**config.mk**
```make
export PLATFORM = sky130hd
export DESIGN_NAME = mul_div_unit
export DESIGN_NICKNAME = d
export VERILOG_FILES = /design/src/rtl/mdu_pkg.sv /design/src/rtl/mdu_div_step.sv /design/src/rtl/mul_div_unit.sv
export SDC_FILE = /design/constraint.sdc
export NUM_CORES = 1
export LEC_CHECK = 0
export CORE_AREA = 3 3 156 158
export DETAILED_ROUTE_END_ITERATION = 12
export DIE_AREA = 0 0 159 161
export GPL_ROUTABILITY_DRIVEN = 1
export PLACE_DENSITY = 0.75
export SKIP_CTS_REPAIR_TIMING = 1
export SLEW_MARGIN = 0
export SYNTH_ARGS = -nofsm -noshare
export SYNTH_HDL_FRONTEND = slang
export SYNTH_HIERARCHICAL = 1
export SYNTH_SLANG_ARGS = --single-unit
```
**constraint.sdc**
```tcl
create_clock -name clk_i -period 5.4 [get_ports clk_i]
set_clock_uncertainty 0.1 [all_clocks]
set_input_delay 1.08 -clock clk_i [delete_from_list [all_inputs] [get_ports clk_i]]
set_output_delay 1.08 -clock clk_i [all_outputs]
set_load 0.005 [all_outputs]
```
**src/rtl/mdu_pkg.sv**
```systemverilog
// rtl/mdu_pkg.sv - shared encodings and helpers for the multiply/divide unit
// Holds the op encodings, FSM state enum and counter-width helpers used by
// mul_div_unit and mdu_div_step.
package mdu_pkg;

    typedef enum logic [1:0] {
        OP_MULT  = 2'b00,
        OP_MULTU = 2'b01,
        OP_DIV   = 2'b10,
        OP_DIVU  = 2'b11
    } mdu_op_e;

    typedef enum logic [1:0] {
        IDLE = 2'b00,
        CALC = 2'b01,
        FIX  = 2'b10
    } mdu_state_e;

    localparam int MDU_WIDTH = 32;
    localparam int MDU_CNT_W = $clog2(MDU_WIDTH);

    // Iteration counter width for an arbitrary operand width.
    function automatic int mdu_cnt_w(input int w);
        return (w > 1) ? $clog2(w) : 1;
    endfunction

endpackage

```
**src/rtl/mdu_div_step.sv**
```systemverilog
// rtl/mdu_div_step.sv - one restoring-division iteration
// Ports:
//   rem_i      partial remainder before this step
//   bit_i      next dividend bit shifted into the remainder
//   divisor_i  divisor magnitude
//   rem_o      partial remainder after this step
//   q_o        quotient bit produced by this step
module mdu_div_step #(
    parameter int WIDTH = 32
) (
    input  logic [WIDTH-1:0] rem_i,
    input  logic             bit_i,
    input  logic [WIDTH-1:0] divisor_i,
    output logic [WIDTH-1:0] rem_o,
    output logic             q_o
);

    logic [WIDTH:0] shifted;

    assign shifted = {rem_i, bit_i};
    assign q_o     = (shifted >= {1'b0, divisor_i});
    // When the subtract is taken the difference is below the divisor, and when
    // it is not the shifted value is below the divisor, so WIDTH bits suffice.
    assign rem_o   = q_o ? WIDTH'(shifted - {1'b0, divisor_i}) : shifted[WIDTH-1:0];

endmodule

```
**src/rtl/mul_div_unit.sv**
```systemverilog
// rtl/mul_div_unit.sv - iterative multiply/divide unit with HI/LO registers
// Optional feature macro: MDU_DIV_EN builds the divider; without it DIV/DIVU
// complete after a single FIX cycle and leave HI/LO untouched.
// Ports:
//   clk_i, rst_i          clock, synchronous active-high reset
//   start_i, op_i         start request and operation (sampled in IDLE)
//   src1_i, src2_i        RS / RT operands
//   hi_we_i, lo_we_i      MTHI / MTLO write enables, wdata_i write data
//   busy_o, done_o        operation in progress, one-cycle completion pulse
//   hi_o, lo_o            HI / LO result registers
module mul_div_unit
    import mdu_pkg::*;
#(
    parameter int WIDTH = 32
) (
    input  logic             clk_i,
    input  logic             rst_i,
    input  logic             start_i,
    input  logic [1:0]       op_i,
    input  logic [WIDTH-1:0] src1_i,
    input  logic [WIDTH-1:0] src2_i,
    input  logic             hi_we_i,
    input  logic             lo_we_i,
    input  logic [WIDTH-1:0] wdata_i,
    output logic             busy_o,
    output logic             done_o,
    output logic [WIDTH-1:0] hi_o,
    output logic [WIDTH-1:0] lo_o
);

    localparam int            CW   = mdu_cnt_w(WIDTH);
    localparam logic [CW-1:0] LAST = CW'(WIDTH - 1);

    mdu_state_e         state_q;
    mdu_op_e            op_q;
    logic [CW-1:0]      cnt_q;
    logic [2*WIDTH-1:0] acc_q;
    logic [2*WIDTH-1:0] acc_d;
    logic [WIDTH-1:0]   opb_q;
    logic               neg1_q, neg2_q;
    logic [WIDTH-1:0]   hi_q, lo_q;
    logic               busy_q, done_q;
    logic               is_div_q;

    // Operand conditioning at start: only signed ops carry sign bits.
    logic             neg1, neg2;
    logic [WIDTH-1:0] mag1, mag2;

    assign neg1 = ~op_i[0] & src1_i[WIDTH-1];
    assign neg2 = ~op_i[0] & src2_i[WIDTH-1];
    assign mag1 = neg1 ? -src1_i : src1_i;
    assign mag2 = neg2 ? -src2_i : src2_i;

    assign is_div_q = (op_q == OP_DIV) || (op_q == OP_DIVU);

    // Multiply: acc = {partial product, remaining multiplier bits}; add the
    // multiplicand when the current multiplier bit is set, then shift right.
    logic [WIDTH:0]     mul_sum;
    logic [2*WIDTH-1:0] mul_next;

    assign mul_sum  = {1'b0, acc_q[2*WIDTH-1:WIDTH]} + (acc_q[0] ? {1'b0, opb_q} : '0);
    assign mul_next = {mul_sum, acc_q[WIDTH-1:1]};

    logic [2*WIDTH-1:0] prod;
    assign prod = (neg1_q ^ neg2_q) ? -acc_q : acc_q;

`ifdef MDU_DIV_EN
    // Divide: acc = {partial remainder, dividend bits}; quotient bits enter
    // at the bottom as dividend bits leave the top.
    logic [WIDTH-1:0] div_rem;
    logic             div_q;

    mdu_div_step #(.WIDTH(WIDTH)) u_div_step (
        .rem_i     (acc_q[2*WIDTH-1:WIDTH]),
        .bit_i     (acc_q[WIDTH-1]),
        .divisor_i (opb_q),
        .rem_o     (div_rem),
        .q_o       (div_q)
    );

    assign acc_d = is_div_q ? {div_rem, acc_q[WIDTH-2:0], div_q} : mul_next;

    // With a zero divisor every step subtracts nothing: the quotient fills with
    // ones and the remainder ends up holding the dividend magnitude, so giving
    // it the dividend sign reproduces src1 exactly.
    logic             div_by_zero;
    logic [WIDTH-1:0] div_hi, div_lo;

    assign div_by_zero = (opb_q == '0);
    assign div_lo = ((neg1_q ^ neg2_q) && !div_by_zero) ? -acc_q[WIDTH-1:0] : acc_q[WIDTH-1:0];
    assign div_hi = neg1_q ? -acc_q[2*WIDTH-1:WIDTH] : acc_q[2*WIDTH-1:WIDTH];
`else
    assign acc_d = mul_next;
`endif

    always_ff @(posedge clk_i) begin
        if (rst_i) begin
            state_q <= IDLE;
            op_q    <= OP_MULT;
            cnt_q   <= '0;
            acc_q   <= '0;
            opb_q   <= '0;
            neg1_q  <= 1'b0;
            neg2_q  <= 1'b0;
            hi_q    <= '0;
            lo_q    <= '0;
            busy_q  <= 1'b0;
            done_q  <= 1'b0;
        end else begin
            done_q <= 1'b0;
            case (state_q)
                IDLE: begin
                    if (hi_we_i) hi_q <= wdata_i;
                    if (lo_we_i) lo_q <= wdata_i;
                    if (start_i) begin
                        op_q   <= mdu_op_e'(op_i);
                        neg1_q <= neg1;
                        neg2_q <= neg2;
                        cnt_q  <= '0;
                        busy_q <= 1'b1;
                        if (op_i[1]) begin
                            acc_q <= {{WIDTH{1'b0}}, mag1};
                            opb_q <= mag2;
                        end else begin
                            acc_q <= {{WIDTH{1'b0}}, mag2};
                            opb_q <= mag1;
                        end
`ifdef MDU_DIV_EN
                        state_q <= CALC;
`else
                        state_q <= op_i[1] ? FIX : CALC;
`endif
                    end
                end
                CALC: begin
                    acc_q <= acc_d;
                    cnt_q <= cnt_q + 1'b1;
                    if (cnt_q == LAST) state_q <= FIX;
                end
                FIX: begin
                    busy_q  <= 1'b0;
                    done_q  <= 1'b1;
                    state_q <= IDLE;
                    if (!is_div_q) begin
                        hi_q <= prod[2*WIDTH-1:WIDTH];
                        lo_q <= prod[WIDTH-1:0];
                    end
`ifdef MDU_DIV_EN
                    else begin
                        hi_q <= div_hi;
                        lo_q <= div_lo;
                    end
`endif
                end
                default: state_q <= IDLE;
            endcase
        end
    end

    assign busy_o = busy_q;
    assign done_o = done_q;
    assign hi_o   = hi_q;
    assign lo_o   = lo_q;

endmodule
```
==> results.md, run 1 <==
* Hold Vio Cnt, Final at 0
* Routed Wire Length at 41900 um
* Peak fanout along the critical path at 10
* CTS sink count at 172
* Clock transition at path regs at 70 ps
* Global-route wire length before repair at 64600 um
* Vias in the first global route at 11700
* Net Count, Synth at 1697
* Fin nets at 1798
* Area leader, netlist: dfxtp_1
* Via count at 12900
* Cts bufs inserted at 17
* Status: complete, no violations
* CTS tree: yes
* Synth Register Bits at 172
* Total of max-cap violations at 0
* Initial antenna violation count at 0
* Area Overhead vs Synth at 21.0%
* GRT overflow at 0
* Number of synthesized flops with an enable pin at 0
* Filler cell count at 2173
* Final Cycle Share at 67.9%
* GP Congestion at 0.978
* Post-synth top flop: dfxtp_1
* # diodes at 0
* Cell leakage power at 5.22 nW
* Worst VDD drop at 0.000162 V
* Global Route Usage Sum at 31.4%
* Worst skew pair latency at 440 ps
* Slew Limit Fails at 0
* Initial Utilization at 50.5%
* Post-route antenna net violation count at 0
* Setup violators final at 0
* Setup_tns at 0 ps
* Drt wl/cell at 21.1 um
* Hold Path Class: reg -> reg
* Vias per std cell at 6.49
* Overall Power at 3.62 mW
* Iter 0 DRT Violations at 1392
* Total die area at 25600 um2
* Placed inst area at 13600 um2
* Remaining routing DRC violations at 0
* Pin count of the biggest net entering global routing at 78
* Max_slew headroom at 34.2%
* Worst slew pin tran at 987 ps
* Max Root-Sink Buffers at 2
* PwrDens at 255 nW/um2
* HPWL after DPL at 31700 um
* Root Driver: clkbuf_16
* Core ar. at 23300 um2
* # IOs at 169
* IO Port Bufs at 168
* Required time worst endpoint at 5600 ps
* Layout cell share with drive strength beyond 1 at 4.43%
* Critical path type: in -> reg
* Syn Std Cell Area at 11700 um2
* Mapped Cells at 1556
* Top area cells in the synthesized netlist: dfxtp_1, a21oi_1, xnor2_1
* Startpoint Class: input pin
* RSZ-0062 raised after global routing: false
* Fin area at 14200 um2
* Crit path DAT at 3870 ps
* Seq/Total Area, Yosys at 29.3%
* Asr flop ratio synth at 0%
* Num rows at 56
* Die W at 159 um
* Die H at 161 um
* Yosys top cell area share at 29.3%
* Synthesized area per cell at 7.55 um2
* H-tree levels at 4
* 1st-pass router iterations at 7
* CP Capture Type: flip-flop
* Post-synth cell types at 74
* Yosys warning total at 6
* Peak Freq at 0.273 GHz
* Reg2reg setup slack at 1830 ps
* Period minus WS final at 3670 ps
==> registers in the layout (all words and copies together), names as in the netlist, 2 cells and up <==
register	count
opb_q	32
hi_o	32
cnt_q	5
state_q	2
acc_q	64
lo_o	32
==> logic make-up after synthesis <==
group	count (synthesis)	share of synthesized area (%)
buffers and inverters	135	4.34
adders and majority gates	38	4.11
AOI/OAI and AO/OA	529	29.7
xor gates and xnor gates	127	9.47
DFF	172	29.3
and+or+nand+nor	546	22.3
muxes	9	0.767
==> placed cells by master (no fill, tap or decap), types with 6 or more instances in the layout <==
cell type and instances:
inv_1 29, or4_1 15, a22oi_1 27, or3_1 27, o221ai_1 9, a21oi_1 135, nor4_1 15, nand3_1 22
a31oi_1 22, nand3b_1 6, ha_1 37, nor2_1 165, and3_1 11, o41ai_1 22, nand4_1 14, dfxtp_1 172
o22ai_1 13, a32o_1 7, nor3_1 36, a41oi_1 7, a21o_1 16, and2_1 36, xor2_1 54, a221oi_1 8
o21a_1 9, a222oi_1 13, nand2_1 160, clkbuf_16 17, o31ai_1 27, a211oi_1 14, mux2i_1 9, o211ai_1 19
nand2b_1 12, o21ai_0 120, a32oi_1 7, xnor2_1 71, clkdlybuf4s50_1 166, buf_4 21, a2111oi_0 7
==> per-layer routing <==
layer	track usage, %	wire length [um]	up-vias
met4	14.7	1900	0
met3	5.51	4170	108
met2	47.4	17700	790
li1	-	-	5995
met5	0	0	-
met1	43.7	18100	6008
==> area by class of cell <==
| class | instances | area (um2) | area share (%) |
|---|---|---|---|
| Clock inverter | 13 | 178 | 1.25 |
| Clock buffer | 18 | 439 | 3.09 |
| Tap cell | 319 | 399 | 2.81 |
| Multi-Input combinational cell | 1249 | 7820 | 55.0 |
| Inverter | 29 | 109 | 0.766 |
| Sequential cell | 172 | 3440 | 24.2 |
| Timing Repair Buffer | 188 | 1820 | 12.8 |
==> synth_stat cells (all sizes together), types with 19 or more instances <==
master / n
xor2: 55
ha: 37
nor2: 165
o41ai: 23
o31ai: 27
dfxtp: 172
a22oi: 27
a31oi: 22
nor3: 37
clkbuf: 95
o21ai: 122
nand2: 160
o211ai: 19
or3: 28
a21oi: 135
and2: 36
xnor2: 72
inv: 29
nand3: 22
==> power by group <==
group / internal, mW / switching, mW
Combinational: 0.363 / 0.486
Clock: 0.752 / 0.571
Sequential: 1.36 / 0.0897
Total: 2.47 / 1.15
==> worst max-delay path, stage by stage <==
cell and delay, ps:
clkdlybuf4s50_1 490, nor4_2 800, nand4_1 370, o41ai_1 390, xor2_1 260, mux2i_1 110, a222oi_1 300, nor2_1 60
==> stage by stage <==
stage | util, % | std cells | setup slack, ps | hold WS, ps
global placement | 58.5 | 1957 | 1390 | 332
CTS | 61.1 | 1988 | 1790 | 352
floorplan | - | 1556 | 2090 | 307
finish | 61.1 | 1988 | 1730 | 349
detailed placement | 58.5 | 1957 | 1350 | 335
global route | 61.1 | 1988 | 1540 | 371
==> worst paths after layout <==
path                          startpoint                      to  cells after the start
setup / recovery               src2_i[3]  acc_q[18]$_SDFFE_PP0P_                      8
hold / removal    opb_q[24]$_SDFFE_PP0P_  opb_q[24]$_SDFFE_PP0P_                      2
setup reg to reg   acc_q[2]$_SDFFE_PP0P_   hi_o[19]$_SDFFE_PP0P_                      7
hold reg to reg   opb_q[24]$_SDFFE_PP0P_  opb_q[24]$_SDFFE_PP0P_                      2
Note: power is estimated with default switching activity, not from simulation.
==> run 2, diff against run 1 <==
==> constraint.sdc (replaced) <==
create_clock -name clk_i -period 3.85 [get_ports clk_i]
set_clock_uncertainty 0.1 [all_clocks]
set_input_delay 0.77 -clock clk_i [delete_from_list [all_inputs] [get_ports clk_i]]
set_output_delay 0.77 -clock clk_i [all_outputs]
set_load 0.005 [all_outputs]
==> run 2 against run 1 <==
Effect of this change: sequential cell count stayed put; combinational power is 43% higher; routed wire length hardly changed; final area is 1.3% higher; sequential power is 40% higher; register-to-register slack worse by 1200 ps; largest cell class unchanged; highest routed layer unchanged.
==> results.md, run 2 (synthesis results as in run 1) <==
* Critical path endpoint: acc_q[24]$_SDFFE_PP0P_
* Max FFs per register at 64
* Num rows at 56
* Critical path type: in -> reg
* Crit path DAT at 3410 ps
* Hold Path Class: reg -> reg
* Initial antenna violation count at 0
* Fin area at 14400 um2
* Startpoint Class: input pin
* H-tree levels at 4
* Top reg by flops: acc_q
* Hold Vio Cnt, Final at 0
* Total die area at 25600 um2
* Max Root-Sink Buffers at 2
* Initial Utilization at 50.5%
* # IOs at 169
* HPWL after DPL at 32500 um
* Total of max-cap violations at 0
* Cell leakage power at 5.33 nW
* Filler cell count at 2091
* Root Driver: clkbuf_16
* PwrDens at 352 nW/um2
* Peak Freq at 0.311 GHz
* GRT overflow at 0
* Status: complete, no violations
* Iter 0 DRT Violations at 1238
* Slew Limit Fails at 0
* Vias per std cell at 6.37
* CP Capture Type: flip-flop
* Routed Wire Length at 41900 um
* Global-route wire length before repair at 64600 um
* R2R Path End: hi_o[16]$_SDFFE_PP0P_
* Required time worst endpoint at 4050 ps
* RSZ-0062 raised after global routing: false
* Cts bufs inserted at 17
* Reg2reg path depth at 7
* Flip-flop and latch area at 3440 um2
* Placed inst area at 13800 um2
* 1st-pass router iterations at 7
* GP Congestion at 0.963
* Layout cell share with drive strength beyond 1 at 5.73%
* Period minus WS final at 3220 ps
* Via count at 12800
* Remaining routing DRC violations at 0
* Setup_tns at 0 ps
* Final Cycle Share at 83.5%
* Max_slew headroom at 35.2%
* Drt wl/cell at 20.8 um
* Hold path cells at 2
* Area Overhead vs Synth at 22.6%
* CP startpoint: src1_i[3]
* Multi-input gate area at 7820 um2
* Fin nets at 1822
* Peak fanout along the critical path at 5
* CTS tree: yes
* Worst skew pair latency at 430 ps
* Global Route Usage Sum at 31.2%
* Pin count of the biggest net entering global routing at 54
* Commonest non-fill, non-tap cells in the layout: dfxtp_1, clkdlybuf4s50_1, nor2_1
* Post-route antenna net violation count at 0
* Reg2reg setup slack at 660 ps
* Setup violators final at 0
* Die H at 161 um
* Vias in the first global route at 11500
* Core ar. at 23300 um2
* Die W at 159 um
* Worst VDD drop at 0.000239 V
* Crit Reg-Reg Startpoint: acc_q[9]$_SDFFE_PP0P_
* # diodes at 0
* Most common cell after layout, fill and taps aside: dfxtp_1
* Clock transition at path regs at 70 ps
* CTS sink count at 172
* Worst slew pin tran at 963 ps
* IO Port Bufs at 168
==> run 2: final cells by class <==
class                           instances  share of cell area, %
Multi-Input combinational cell       1249                   54.3
Sequential cell                       172                   23.9
Timing Repair Buffer                  212                   14.0
Clock buffer                           18                   2.98
Tap cell                              319                   2.77
Clock inverter                         13                   1.25
Inverter                               29                  0.756
==> run 2: how the worst min path moves through the flow <==
stage / from / end / slack (ps)
6_report: opb_q[2]$_SDFFE_PP0P_ / opb_q[2]$_SDFFE_PP0P_ / 350
4_1_cts: opb_q[24]$_SDFFE_PP0P_ / opb_q[24]$_SDFFE_PP0P_ / 350
3_3_place_gp: opb_q[26]$_SDFFE_PP0P_ / opb_q[26]$_SDFFE_PP0P_ / 330
2_1_floorplan: opb_q[24]$_SDFFE_PP0P_ / opb_q[24]$_SDFFE_PP0P_ / 310
3_5_place_dp: lo_o[23]$_SDFFE_PP0P_ / lo_o[23]$_SDFFE_PP0P_ / 340
5_1_grt: hi_o[8]$_SDFFE_PP0P_ / hi_o[8]$_SDFFE_PP0P_ / 370
==> run 2: worst max-delay path, cell delays in order <==
cell and delay (ps):
clkdlybuf4s50_1 490, or4_1 590, or3_1 450, nor4_1 420, nor2_1 90, xor2_1 180, a222oi_1 310, a21oi_1 110
==> run 2: through the flow <==
stage | cells | hold WS [ps] | worst slack (ps) | utilization [%] | power (mW)
6_report | 2012 | 349 | 635 | 61.9 | 5.07
4_1_cts | 2012 | 349 | 660 | 61.9 | 5.05
5_1_grt | 2012 | 371 | 530 | 61.9 | 5.25
3_3_place_gp | 1981 | 332 | 210 | 59.3 | 3.23
2_1_floorplan | 1556 | 307 | 854 | - | 2.71
3_5_place_dp | 1981 | 340 | 203 | 59.3 | 3.25
==> run 2: metal layers <==
metal	up-vias	GRT usage, %	share of wire (%)
met5	-	0	0
met2	728	48.4	44
met4	0	10.9	3.3
met1	6012	43.9	43
met3	79	5.51	9.9
li1	6007	-	-
==> run 2: power by group <==
group	internal, mW	total [mW]	switching [mW]
Sequential	1.90	2.03	0.126
Clock	1.04	1.83	0.794
Combinational	0.523	1.21	0.683
